`src/rtl/fp_add_arb.sv`:
```
// fp_add_arb: round-robin arbiter sharing one fixed-latency FP adder between two requesters
module fp_add_arb #(
  parameter int LAT = 3
) (
  input  logic        clk,
  input  logic        reset,
  input  logic        req0_valid,
  input  logic        req1_valid,
  output logic        req0_ready,
  output logic        req1_ready,
  input  logic [31:0] req0_a,
  input  logic [31:0] req0_b,
  input  logic [31:0] req1_a,
  input  logic [31:0] req1_b,
  input  logic        req0_sub,
  input  logic        req1_sub,
  input  logic        hold,
  output logic        add_en,
  output logic [31:0] add_a,
  output logic [31:0] add_b,
  output logic        add_sub,
  input  logic [31:0] add_res,
  output logic        rsp0_valid,
  output logic        rsp1_valid,
  output logic [31:0] rsp_data,
  output logic        busy,
  output logic [3:0]  inflight
);
  logic           rr;
  logic           issue;
  logic           gnt1;
  logic [LAT-1:0] tag_valid;
  logic [LAT-1:0] tag_id;
  always_comb begin
    issue      = (req0_valid | req1_valid) & ~hold & ~reset;
    gnt1       = req1_valid & (~req0_valid | rr);
    req0_ready = issue & ~gnt1;
    req1_ready = issue & gnt1;
    add_en     = issue;
    add_a      = issue ? (gnt1 ? req1_a : req0_a) : '0;
    add_b      = issue ? (gnt1 ? req1_b : req0_b) : '0;
    add_sub    = issue & (gnt1 ? req1_sub : req0_sub);
    busy       = (inflight != '0) & ~reset;
  end
  // tag pipe tracks which requester owns the result emerging from the adder
  always_ff @(posedge clk) begin
    if (reset) begin
      tag_valid  <= '0;
      tag_id     <= '0;
      rr         <= 1'b0;
      inflight   <= '0;
      rsp_data   <= '0;
      rsp0_valid <= 1'b0;
      rsp1_valid <= 1'b0;
    end else begin
      tag_valid  <= LAT'({tag_valid, issue});
      tag_id     <= LAT'({tag_id, gnt1});
      if (issue) rr <= ~gnt1;
      if (tag_valid[LAT-1]) rsp_data <= add_res;
      rsp0_valid <= tag_valid[LAT-1] & ~tag_id[LAT-1];
      rsp1_valid <= tag_valid[LAT-1] & tag_id[LAT-1];
      inflight   <= inflight + 4'(issue) - 4'(rsp0_valid | rsp1_valid);
    end
  end
endmodule
```
`config.mk`:
```
export PLATFORM = sky130hd
export DESIGN_NAME = fp_add_arb
export DESIGN_NICKNAME = d
export VERILOG_FILES = /design/src/rtl/fp_add_arb.sv
export SDC_FILE = /design/constraint.sdc
export NUM_CORES = 1
export LEC_CHECK = 0
export BUFFER_PORTS_ARGS = -buffer_cell sky130_fd_sc_hd__buf_4
export CAP_MARGIN = 20
export CORE_AREA = 2 2 106 108
export DETAILED_ROUTE_END_ITERATION = 16
export DIE_AREA = 0 0 108 110
export GPL_TIMING_DRIVEN = 0
export HOLD_SLACK_MARGIN = 0.05
export PLACE_DENSITY = 0.53
export SYNTH_ARGS = -nofsm -noshare
export SYNTH_HDL_FRONTEND = slang
export SYNTH_SLANG_ARGS = --single-unit
export TNS_END_PERCENT = 1
```
`constraint.sdc`:
```
create_clock -name clk -period 4.3 [get_ports clk]
set_clock_uncertainty 0.05 [all_clocks]
set_input_delay 0 -clock clk [delete_from_list [all_inputs] [get_ports clk]]
set_output_delay 0 -clock clk [all_outputs]
set_load 0.03 [all_outputs]
```
==> results of run 1 <==
==> state kept, by name, indices dropped and copies added (netlist names) <==
name / cells
inflight: 4
rr: 1
rsp0_valid: 1
rsp1_valid: 1
rsp_data: 32
tag_id: 3
tag_valid: 3
==> synth_stat cells <==
cell type / instances / share of area [%]
sky130_fd_sc_hd__nor3b_1: 1 / 0.32
sky130_fd_sc_hd__nor2_2: 1 / 0.26
sky130_fd_sc_hd__and3_1: 1 / 0.26
sky130_fd_sc_hd__a31oi_1: 1 / 0.26
sky130_fd_sc_hd__a2111oi_4: 1 / 1.2
sky130_fd_sc_hd__nor2b_1: 5 / 1.3
sky130_fd_sc_hd__mux2i_1: 32 / 14
sky130_fd_sc_hd__nand2b_1: 1 / 0.26
sky130_fd_sc_hd__nand3_1: 1 / 0.21
sky130_fd_sc_hd__o211a_2: 1 / 0.42
sky130_fd_sc_hd__a21oi_1: 2 / 0.42
sky130_fd_sc_hd__inv_1: 8 / 1.3
sky130_fd_sc_hd__buf_2: 8 / 1.7
sky130_fd_sc_hd__or2_2: 1 / 0.26
sky130_fd_sc_hd__ha_1: 5 / 2.6
sky130_fd_sc_hd__nor2_1: 36 / 5.7
sky130_fd_sc_hd__buf_4: 6 / 1.9
sky130_fd_sc_hd__a22o_1: 65 / 24
sky130_fd_sc_hd__fa_1: 1 / 0.85
sky130_fd_sc_hd__buf_6: 4 / 1.9
sky130_fd_sc_hd__clkbuf_1: 2 / 0.32
sky130_fd_sc_hd__xor2_1: 1 / 0.37
sky130_fd_sc_hd__o21ai_0: 1 / 0.21
sky130_fd_sc_hd__dfxtp_1: 45 / 38
sky130_fd_sc_hd__buf_1: 3 / 0.48
sky130_fd_sc_hd__a31o_2: 1 / 0.37
sky130_fd_sc_hd__o21a_1: 2 / 0.64
sky130_fd_sc_hd__o221a_2: 1 / 0.48
sky130_fd_sc_hd__inv_2: 1 / 0.16
==> metrics by stage <==
| stage | worst slack (ns) | area (µm²) |
|---|---|---|
| after global routing | 2.24 | 5040 |
| final | 2.36 | 5040 |
| after floorplan | 2.38 | 2360 |
| after global placement | 2.42 | 4590 |
| after CTS | 2.32 | 5040 |
| after detailed placement | 2.40 | 4590 |
==> cell type report <==
| cell class | instances | area [µm²] |
|---|---|---|
| fillers | 1040 | 5660 |
| repair buffers | 309 | 2410 |
| multi-input cells | 161 | 1280 |
| flip-flops and latches | 45 | 901 |
| well taps | 140 | 175 |
| plain buffers | 23 | 149 |
| clock buffers | 6 | 82.6 |
| inverters | 9 | 33.8 |
| clock inverters | 1 | 7.51 |
==> worst min-delay path, cell delays in order <==
cell                      delay (ns)
sky130_fd_sc_hd__buf_4          0.10
sky130_fd_sc_hd__buf_2          0.22
sky130_fd_sc_hd__nor2b_1        0.07
==> how the worst min path moves through the flow <==
stage                      startpoint                         to  slack [ns]  cells after the start
final                           reset    tag_valid[2]$_SDFF_PP0_        0.10                      3
after CTS                       reset       tag_id[2]$_SDFF_PP0_        0.12                      3
after floorplan            req0_valid    tag_valid[0]$_SDFF_PP0_        0.06                      1
after detailed placement   req0_valid    tag_valid[0]$_SDFF_PP0_        0.19                      2
after global routing            reset       tag_id[2]$_SDFF_PP0_        0.12                      3
after global placement    add_res[23]  rsp_data[23]$_SDFFE_PP0P_        0.18                      3
==> cell families (layout without fill, tap and decap cells) <==
group | count (synthesis) | count (layout) | share of synthesized area (%)
compound gates | 75 | 75 | 28.1
simple gates | 47 | 47 | 8.63
flops | 45 | 45 | 38.1
mux | 32 | 32 | 13.6
buf+inv | 32 | 348 | 7.73
fa+ha+maj | 6 | 6 | 3.50
xor+xnor | 1 | 1 | 0.371
==> report_power, final <==
part / switching (µW) / internal (µW) / total (µW) / leakage, µW
combinational: 189 / 217 / 407 / 0.00209
clock: 135 / 127 / 262 / 0.0000433
sequential: 7.25 / 430 / 438 / 0.000365
total: 332 / 775 / 1110 / 0.00250
==> routing by layer <==
metal | global-route usage, % | up-vias
met1 | 18.7 | 1413
met5 | 0 | -
met2 | 34.5 | 133
li1 | - | 1502
met3 | 4.94 | 16
met4 | 4.67 | 0
==> run summary, run 1 <==
The longest individual stage delay on the worst path is 0.54 ns. For this configuration, the core starts out at a cell density of 22.1%. Final weighted congestion in routability-driven placement: 0.841. In the layout the commonest cells are sky130_fd_sc_hd__buf_4, sky130_fd_sc_hd__a22o_1, sky130_fd_sc_hd__dfxtp_1.

The post-route clock period utilization was 45.2%; the worst slack on hold paths was 0.104 ns. For the worst setup path, the data arrival time is 1.89 ns. The wire length after detailed routing was 11700 µm.

The root buffer cell was sky130_fd_sc_hd__clkbuf_8. Pin placement for this block handled 274 I/O pins. The tools report the antenna diode instance count as 0. The first global-routing pass estimated 16200 µm of wire. The transition time at the pin with the least slew margin is 0.486 ns, and the total number of clock tree sinks is 45. The share of the Yosys chip area taken by registers is 38.1%. Cells with a size suffix above 1 make up 55.1% of the layout.

The critical path in this run is classified as in -> out. Cells fill 47.1% of the core in the end. The type of destination of the critical path was an output port.

The run gives 0 as the DRC violation count after routing. Critical path required time: 4.25 ns. The path category of the worst min-delay check was in -> reg. The signed area change from the synthesized netlist to the final layout was 113%; the count of endpoints failing hold in the final timing report was 0. The highest clock rate came out at 514 MHz. The commonest non-fill, non-tap cell in the layout is sky130_fd_sc_hd__buf_4. The via-per-instance ratio is 4.41.

Wire segments on met2 add up to 6340 µm in the final route. For the detailed-router iteration count before antenna repair, the log shows 4. The finished layout holds 694 standard cells, fillers aside. The number of cell rows is 38. For the total track usage, the log shows 17.7%. After clock tree synthesis, the clock-pin slew on the worst setup and hold paths is 0.07 ns. The tools report the pin count of the biggest net entering global routing as 14. The clock passes through at most 2 buffers.

Following the worst setup path forward leads to its endpoint at add_b[19]. The largest voltage drop on the vdd net came out at 0.165 mV. Total of buffers placed on input and output ports: 273. The cell area power density came out at 220 mW/mm². Yosys mapped the design onto 29 distinct sky130hd cell types. The tools report the number of buffers created by CTS as 5. Count of instances resized after the clock tree is built: 0. The signal on the critical path passes through dlygate4sd3_1 > buf_4 > a2111oi_4 > buf_4 > buf_6 > a22o_1 > buf_4. The count of nets left with antenna violations once routing finished came out at 0. STA classifies the critical path startpoint as an input port. The floorplan step defined a die boundary enclosing 0.0119 mm².

The critical path starts at req1_valid. The routed length on met1 came out at 4040 µm. Summed over all nets, wire length on met3 after detailed routing comes to 1070 µm. The cts-stage hold buffer count was 36; the cell area after synthesis was 0.00236 mm². In this run the top signal layer used is met4. Measured in cells, the most critical reg-to-reg path has a length of 8. Counting both buffers and inverters, the worst setup path holds a total of 5. Synthesis inferred 45 register bits.

The run gives 0 as the total setup violations reported at the end of the flow. For this design, the slowest cell found on the critical path is sky130_fd_sc_hd__dlygate4sd3_1. In the final routed layout, each cell accounts on average for 16.8 µm. The mean area per synthesized cell came out at 9.93 µm². In this run the critical register-to-register path is captured at inflight[2]$_SDFF_PP0_. The worst register-to-register path begins at rsp1_valid$_SDFF_PP0_. In this run the standard cell core region covers 0.0107 mm².

Total power for the finished layout comes to 1110 µW. The via count of the first global-routing pass came out at 3025. The gate count after technology mapping is 238, and the final-report max-slew violation count is 0. The run finished with clean final reports. TritonCTS built the clock tree. The height of the die works out to 110 µm.

Die width: 108 µm. The worst pin sits at a relative slew slack of 67.6%. The logs give 0 for the yosys synthesis warning count and 651 for the total instance count after detailed placement. The routed layout has 3064 vias. The total overflow left after global routing is 0.

In this run the static leakage power is 0.00250 µW. The tool flagged a number of max-cap violations equal to 0. The top fanout value on the critical path is 10, and the detailed placement HPWL is 9960 µm.

The run gives 172 as the detailed router's first-iteration violation count. The most numerous cell on the critical path is sky130_fd_sc_hd__buf_4. The count of nets after finishing is 727, and the number of antenna violations at the first check in global routing is 0. Setup repair after global routing left no endpoint under its margin. For the total negative slack, the log shows 0 ns. The minimum clock period after layout was 1.94 ns; the deepest level of the CTS H-tree was 2. For the minimum setup slack among reg-to-reg paths, the log shows 2.40 ns.

Family of cells with the greatest summed delay on the critical path: buffers and inverters. The total setup buffers inserted after CTS is 0, and the number of nets produced by synthesis is 411. The tools report the clock latency reported for the late side of the worst-skew pair as 0.29 ns. In this run the number of cells on the critical path is 7.
Power figures use the tool's default switching activity.
==> run 2: changes to the inputs <==
==> constraint.sdc (replaced) <==
create_clock -name clk -period 1.9 [get_ports clk]
set_clock_uncertainty 0.05 [all_clocks]
set_input_delay 0 -clock clk [delete_from_list [all_inputs] [get_ports clk]]
set_output_delay 0 -clock clk [all_outputs]
set_load 0.03 [all_outputs]
==> run 2 against run 1 <==
Count of clock-buffer cells in the layout fell by 1. Worst setup slack lost 2.3 ns. Combinational power grew 130%. Register-to-register slack worse by 2.3 ns. Sequential power grew 130%. Critical endpoint is now add_a[8].
==> run summary, run 2 (same netlist as run 1, synthesis figures left out) <==
The largest registers in the layout are rsp_data: 32 flops, inflight: 4 flops. Top fanout value on the critical path: 10. The congestion estimate from routability-driven global placement came to 0.813. In this run the vertical extent of the chip is 110 µm. For this run, the slowest stage of the critical path takes 0.54 ns.

The detailed-router iteration count before antenna repair is 4. The cell area power density was 491 mW/mm²; the critical path required time was 1.85 ns. The type of destination of the critical path is an output port.

The headroom to the max-slew limit was 65.9%. 0 antenna diodes ended up in the layout. For the leakage power, the log shows 0.00250 µW. VDD sags by at most 0.448 mV.

The first global-routing pass estimated 16100 µm of wire. After clock tree synthesis, the clock-pin slew on the worst setup and hold paths is 0.09 ns. The signed area change from the synthesized netlist to the final layout was 115%; the transition time at the pin with the least slew margin was 0.512 ns. The placed instances occupy a cell area of 0.00459 mm².

The core region is 0.0107 mm². The fraction of layout cells with a size suffix above 1 works out to 56.3%. Global routing consumed, on the met3 layer, 5.41% of the routing resources.

The total of buffers placed on input and output ports works out to 273. The run finished with clean final reports. The tools report the via count of the first global-routing pass as 3027.

Commonest non-fill, non-tap cell in the layout: sky130_fd_sc_hd__buf_4. The die width was 108 µm. In this run the deepest clock path goes through 2 buffers. In this run, flip-flops and latches consume 39.8% of the power.

Among all stages on the critical path, the largest delay is contributed by sky130_fd_sc_hd__dlygate4sd3_1. The total net switching power came out at 769 µW. Dividing the detail-routed via count by the number of cells gives 4.39. The worst setup path is launched from an input port. The met2 global-route usage was 32.8%. By startpoint and endpoint, the worst setup path is classified as in -> out. Largest register by flop count: rsp_data. Clock tree synthesis found a total of 45 sinks.

The number of antenna violations at the first check in global routing came out at 1. The root buffer cell is sky130_fd_sc_hd__clkbuf_8. Counting stages on the worst path, the most repeated cell is sky130_fd_sc_hd__buf_4.

The routed layout has 3056 vias. The wire length after detailed routing was 11600 µm. TritonCTS built the clock tree.

The tools report the final-report max-slew violation count as 0. The run gives 37.2% as the combinational share of power. At the later pin of the worst-skew pair, clock insertion delay measures 0.29 ns.

The highest clock rate is 542 MHz, and the worst path arrival time is 1.80 ns. TritonCTS created 5 clock buffers. The portion of total power attributed to the clock network is 23.0%, and the deepest level of the CTS H-tree is 2.

The final routed wire length divided by cell count is 16.6 µm, and the total track usage is 17.5%. The switching power as a share of total power was 30.8%. The signal on the critical path passes through dlygate4sd3_1 > buf_4 > a2111oi_4 > buf_2 > a22o_1 > buf_4. Count of boundary I/O pins: 274. For the pin count of the biggest net entering global routing, the log shows 15. The logs give 19.8% for the met1 usage in global routing and 0 for the total congestion overflow. For this run, design rule violations remaining after detail routing come to 0. The total setup violations reported at the end of the flow was 0; the count of endpoints failing hold in the final timing report was 0. OpenSTA, run right after detailed placement, puts the worst setup slack at 0.0234 ns.

The path class of the tightest hold or removal check is in -> reg. The first routing iteration left 143 violations. The finished layout holds 696 standard cells, fillers aside. Max-cap violations in this run came to 0. Total power for the finished layout comes to 2490 µW. Most heavily used metal layer in global routing: met2.

The final instance area came out at 0.00508 mm². Number of cell rows: 38. The run gives 1720 µW as the internal power. After legalization and detailed placement, the total HPWL measured 9620 µm. The detail route stage leaves a number of antenna-violating nets equal to 0. The initial utilization of the core area, before any placement, comes to 22.1%. Setup repair after global routing could not meet its margin everywhere. At the end of the flow the core is filled with cells to 47.5%.

The tools report the total instance count after detailed placement as 651. In the layout the commonest cells are sky130_fd_sc_hd__buf_4, sky130_fd_sc_hd__a22o_1, sky130_fd_sc_hd__dfxtp_1. After layout, the worst setup slack is 0.0549 ns. The flip-flop count of the largest register after layout is 32, and the post-route clock period utilization is 97.1%. For this run, the post-layout net count is 728.

The total die area is 0.0119 mm². The smallest clock period supported by the final layout is computed as 1.85 ns.
[run 2: layer usage]
layer  up-vias  wire, µm
met2       126      6150
met4         2       109
met5         -        16
met3        10       972
met1      1413      4310
li1       1505         -
[run 2: cell type report]
| cell class | count | area, µm² |
|---|---|---|
| Clock buffer | 5 | 68.8 |
| Clock inverter | 3 | 17.5 |
| Inverter | 9 | 33.8 |
| Timing Repair Buffer | 310 | 2420 |
| Fill cell | 1063 | 5620 |
| Tap cell | 140 | 175 |
| Buffer | 23 | 156 |
| Multi-Input combinational cell | 161 | 1300 |
| Sequential cell | 45 | 905 |
[run 2: worst paths after layout]
path / slack (ns) / depth (start not counted) / endpoint / start
worst max-delay path: 0.05 / 6 / add_a[8] / hold
worst min register to register: 0.39 / 1 / rsp0_valid$_SDFF_PP0_ / tag_id[2]$_SDFF_PP0_
worst max register to register: 0.05 / 7 / inflight[1]$_SDFF_PP0_ / rsp1_valid$_SDFF_PP0_
worst min-delay path: 0.06 / 3 / tag_valid[2]$_SDFF_PP0_ / reset
[run 2: through the flow]
stage	setup TNS (ns)	hold slack [ns]
4_1_cts	0	0.0578
6_report	0	0.0635
3_5_place_dp	0	0.190
3_3_place_gp	0	0.183
2_1_floorplan	0	0.0602
5_1_grt	-0.0463	0.0847
[run 2: critical path: cells and delay by family]
kind            cells  cell delay (ns)
buf+inv             4             1.19
compound gates      2             0.61
[run 2: power groups by stage]
| stage | logic [µW] | clock network [µW] | registers (µW) |
|---|---|---|---|
| after floorplan | 347 | 0 | 1060 |
| after global routing | 994 | 646 | 997 |
| after CTS | 927 | 605 | 992 |
| final | 929 | 573 | 992 |
| after global placement | 858 | 0 | 1010 |
| after detailed placement | 864 | 0 | 1010 |
[run 2: timing repair]
item / 4_1_cts / 5_1_grt
resized for setup: 1 / 7
hold buffers: 36 / 0
pin swaps: 0 / 1
hold endpoints to repair: 35 / 0
setup buffers: 0 / 1
endpoints found under the setup margin: 1 / 9
==> run 3: changes to the inputs <==
--- a/config.mk
+++ b/config.mk
@@ -11,7 +11,7 @@
 export DETAILED_ROUTE_END_ITERATION = 16
 export DIE_AREA = 0 0 108 110
 export GPL_TIMING_DRIVEN = 0
-export HOLD_SLACK_MARGIN = 0.05
+export HOLD_SLACK_MARGIN = 0.15
 export PLACE_DENSITY = 0.53
 export SYNTH_ARGS = -nofsm -noshare
 export SYNTH_HDL_FRONTEND = slang
==> run 3 against run 2 <==
Sequential power hardly changed. Clock power about the same. Power rose by 0.20%. Register-to-register slack about the same. Sequential share of layout area decreased by 0.057 points. Combinational power hardly changed. Largest cell class unchanged. Non-clock buffer count rose by 2. Largest power group unchanged. Critical path type is now reg -> reg. Via count increased by 0.20%.
==> run summary, run 3 (same netlist as run 1, synthesis figures left out) <==
The worst path in the final design needs a cycle of 1.84 ns, including I/O delays and setup. The routed layout has 3062 vias. After the last flow step, the layout net total stands at 730. Per report_power, the combinational group accounts for 37.3% of the total. After global routing the overflow that remains totals 0. The later pin in the worst-skew pair is clocked with a latency of 0.29 ns. The first global-routing pass estimated 16200 µm of wire. The count of endpoints failing hold in the final timing report was 0; the internal power was 1730 µW. In this design, the stage delay of the slowest critical-path cell is 0.52 ns.

For flop-to-flop paths, the worst setup slack is 0.06 ns. The run finished with clean final reports. Routability-driven placement finished with a final weighted congestion of 0.813.

The wire length after detailed routing was 11600 µm. Setup violations remaining at the end of the flow were counted as 0. Final-report max-slew violation count: 0. For the worst setup path, the data required time is 2.02 ns. In the final layout, the registers with the most flip-flops are rsp_data: 32 flops, inflight: 4 flops.

Number of nets still failing antenna checks after routing: 0. In this run the deepest clock path goes through 2 buffers. The hold path depth is 4, and the worst path buffer plus inverter count is 2. STA classifies the critical path startpoint as a flip-flop.

For the number of antenna violations at the first check in global routing, the log shows 1. Starting density of the core: 22.1%. The final routed wire length divided by cell count came out at 16.6 µm. TritonCTS built the clock tree. The run gives 0 as the number of max-capacitance violations reported. On the final layout, the worst hold slack is 0.209 ns. The deepest level of the CTS H-tree is 2, and the area of the core region is 0.0107 mm². The library cells used most frequently in the layout, excluding fill and tap cells, are sky130_fd_sc_hd__buf_4, sky130_fd_sc_hd__a22o_1, sky130_fd_sc_hd__dfxtp_1. The run gives 65.8% as the headroom to the max-slew limit. The cell area power density was 491 mW/mm²; the DRC violation count after routing was 0.

Of the total power, the share spent switching nets is 30.9%. The tree is rooted in a sky130_fd_sc_hd__clkbuf_8. Compared with the post-synthesis result, the final layout area differs by 116%. The worst path meets setup with 0.0603 ns of slack.

Dividing the detail-routed via count by the number of cells gives 4.39. On the critical path the largest part of the delay comes from adder cells. The register with the most flip-flops in the layout has 32 of them.

The total number of clock tree sinks was 45; the leakage power was 0.00251 µW. The path category of the worst min-delay check was in -> reg. At the placement stage, the worst setup path has a slack of 0.0234 ns. The count of boundary I/O pins is 274, and the portion of total power attributed to the clock network is 23.0%.

The floorplan has 38 rows. The die is 110 µm tall. The analysis attributes to net switching a power of 771 µW. Across the VDD grid, the largest voltage drop is 0.449 mV. The die is 108 µm wide. Traced cell by cell, the critical path runs through or2_2 > ha_4 > inv_1 > ha_2 > inv_1 > fa_2 > nor2_1. Of all nets on the critical path, the largest fanout is 2. The library cell used most frequently in the layout, excluding fill and tap cells, is sky130_fd_sc_hd__buf_4.

Detailed placement ended at an HPWL of 9620 µm. Across every metal layer, demand over resource in global routing totals 17.6%. The highest clock rate was 544 MHz. The type of destination of the critical path was a flip-flop. Port buffering added 273 buffers. The slowest stage of the critical path belongs to the cell sky130_fd_sc_hd__fa_2. Of the cells placed in the final design, the portion with a size suffix greater than 1 is 56.1%. The via count of the first global-routing pass was 3042; the total die area was 0.0119 mm². 0 antenna diodes ended up in the layout.

The startpoint identified for the worst register-to-register timing path is rsp1_valid$_SDFF_PP0_. The number of placed instances, taps included, is 651. The number of cells on the worst reg-to-reg path is 7. More flip-flops sit in one register than any other, and that register is rsp_data.

Entering global routing, the biggest net connects 15 pins. Detailed router's first-iteration violation count: 154. The run gives 1.96 ns as the worst path arrival time. The tools report the critical path endpoint as inflight[1]$_SDFF_PP0_.

The most critical setup path has its startpoint at rsp1_valid$_SDFF_PP0_. The tools report the end of the worst register-to-register path as inflight[1]$_SDFF_PP0_. Per report_power, the sequential group accounts for 39.7% of the total.

The critical path in this run is classified as reg -> reg. At the pin with the least slew margin, the transition time is 0.513 ns. The critical path crosses 7 cells after its start point.

The clock transition at the registers of the reported paths was 0.08 ns; the number of non-filler instances in the completed layout was 698. The detailed-router iteration count before antenna repair was 4. Among the stages of the critical path, the cell type that occurs most often is sky130_fd_sc_hd__inv_1. The number of buffers created by CTS is 5.

Dividing the final minimum period by the clock period gives 96.8%.
==> run 3: stage by stage <==
stage                     cell area (µm²)  setup TNS [ns]  power (µW)  utilization, %
after detailed placement             4590               0        1880            42.9
after global placement               4590               0        1870            42.9
after floorplan                      2360               0        1410               -
final                                5090               0        2500            47.6
after CTS                            5060               0        2530            47.3
after global routing                 5090        -0.00695        2640            47.6
==> run 3: cell type report <==
type,instances,area [µm²]
fillers,1064,5600
plain buffers,23,156
clock buffers,5,68.8
clock inverters,3,17.5
repair buffers,312,2440
well taps,140,175
multi-input cells,161,1300
inverters,9,33.8
flip-flops and latches,45,905
==> run 3: worst min path at each step <==
stage,from,to,slack (ns)
2_1_floorplan,req0_valid,tag_valid[0]$_SDFF_PP0_,0.06
3_3_place_gp,add_res[2],rsp_data[2]$_SDFFE_PP0P_,0.18
3_5_place_dp,add_res[14],rsp_data[14]$_SDFFE_PP0P_,0.19
4_1_cts,req0_valid,inflight[0]$_SDFF_PP0_,0.19
5_1_grt,req0_valid,inflight[0]$_SDFF_PP0_,0.24
6_report,reset,rsp1_valid$_SDFF_PP0_,0.21
==> run 3: power by group through the flow <==
stage	sequential, µW	clock [µW]	combinational (µW)
after global routing	997	646	998
after global placement	1010	0	858
after floorplan	1060	0	347
after CTS	992	605	931
after detailed placement	1010	0	864
final	992	574	932
==> run 3: tightest hold or removal path, stage by stage <==
cell                     delay [ns]
sky130_fd_sc_hd__buf_4         0.12
sky130_fd_sc_hd__buf_2         0.17
sky130_fd_sc_hd__inv_1         0.09
sky130_fd_sc_hd__and3_1        0.14
==> run 3: repair_timing <==
action | 4_1_cts | 5_1_grt
resized for setup | 1 | 6
buffers inserted | 0 | 1
endpoints found under the hold margin | 37 | 0
endpoints found under the setup margin | 1 | 9
pin swaps | 0 | 2
hold buffers | 38 | 0
==> run 3: metal layers <==
metal  global-route usage, %  part of all wire [%]  routed length (µm)  vias up
li1                        -                     -                   -     1508
met4                    3.11                   1.3                 148        2
met2                    33.0                    53                6120      130
met3                    5.41                   8.6                 991       13
met1                    19.8                    37                4310     1409
met5                       0                  0.14                  16        -
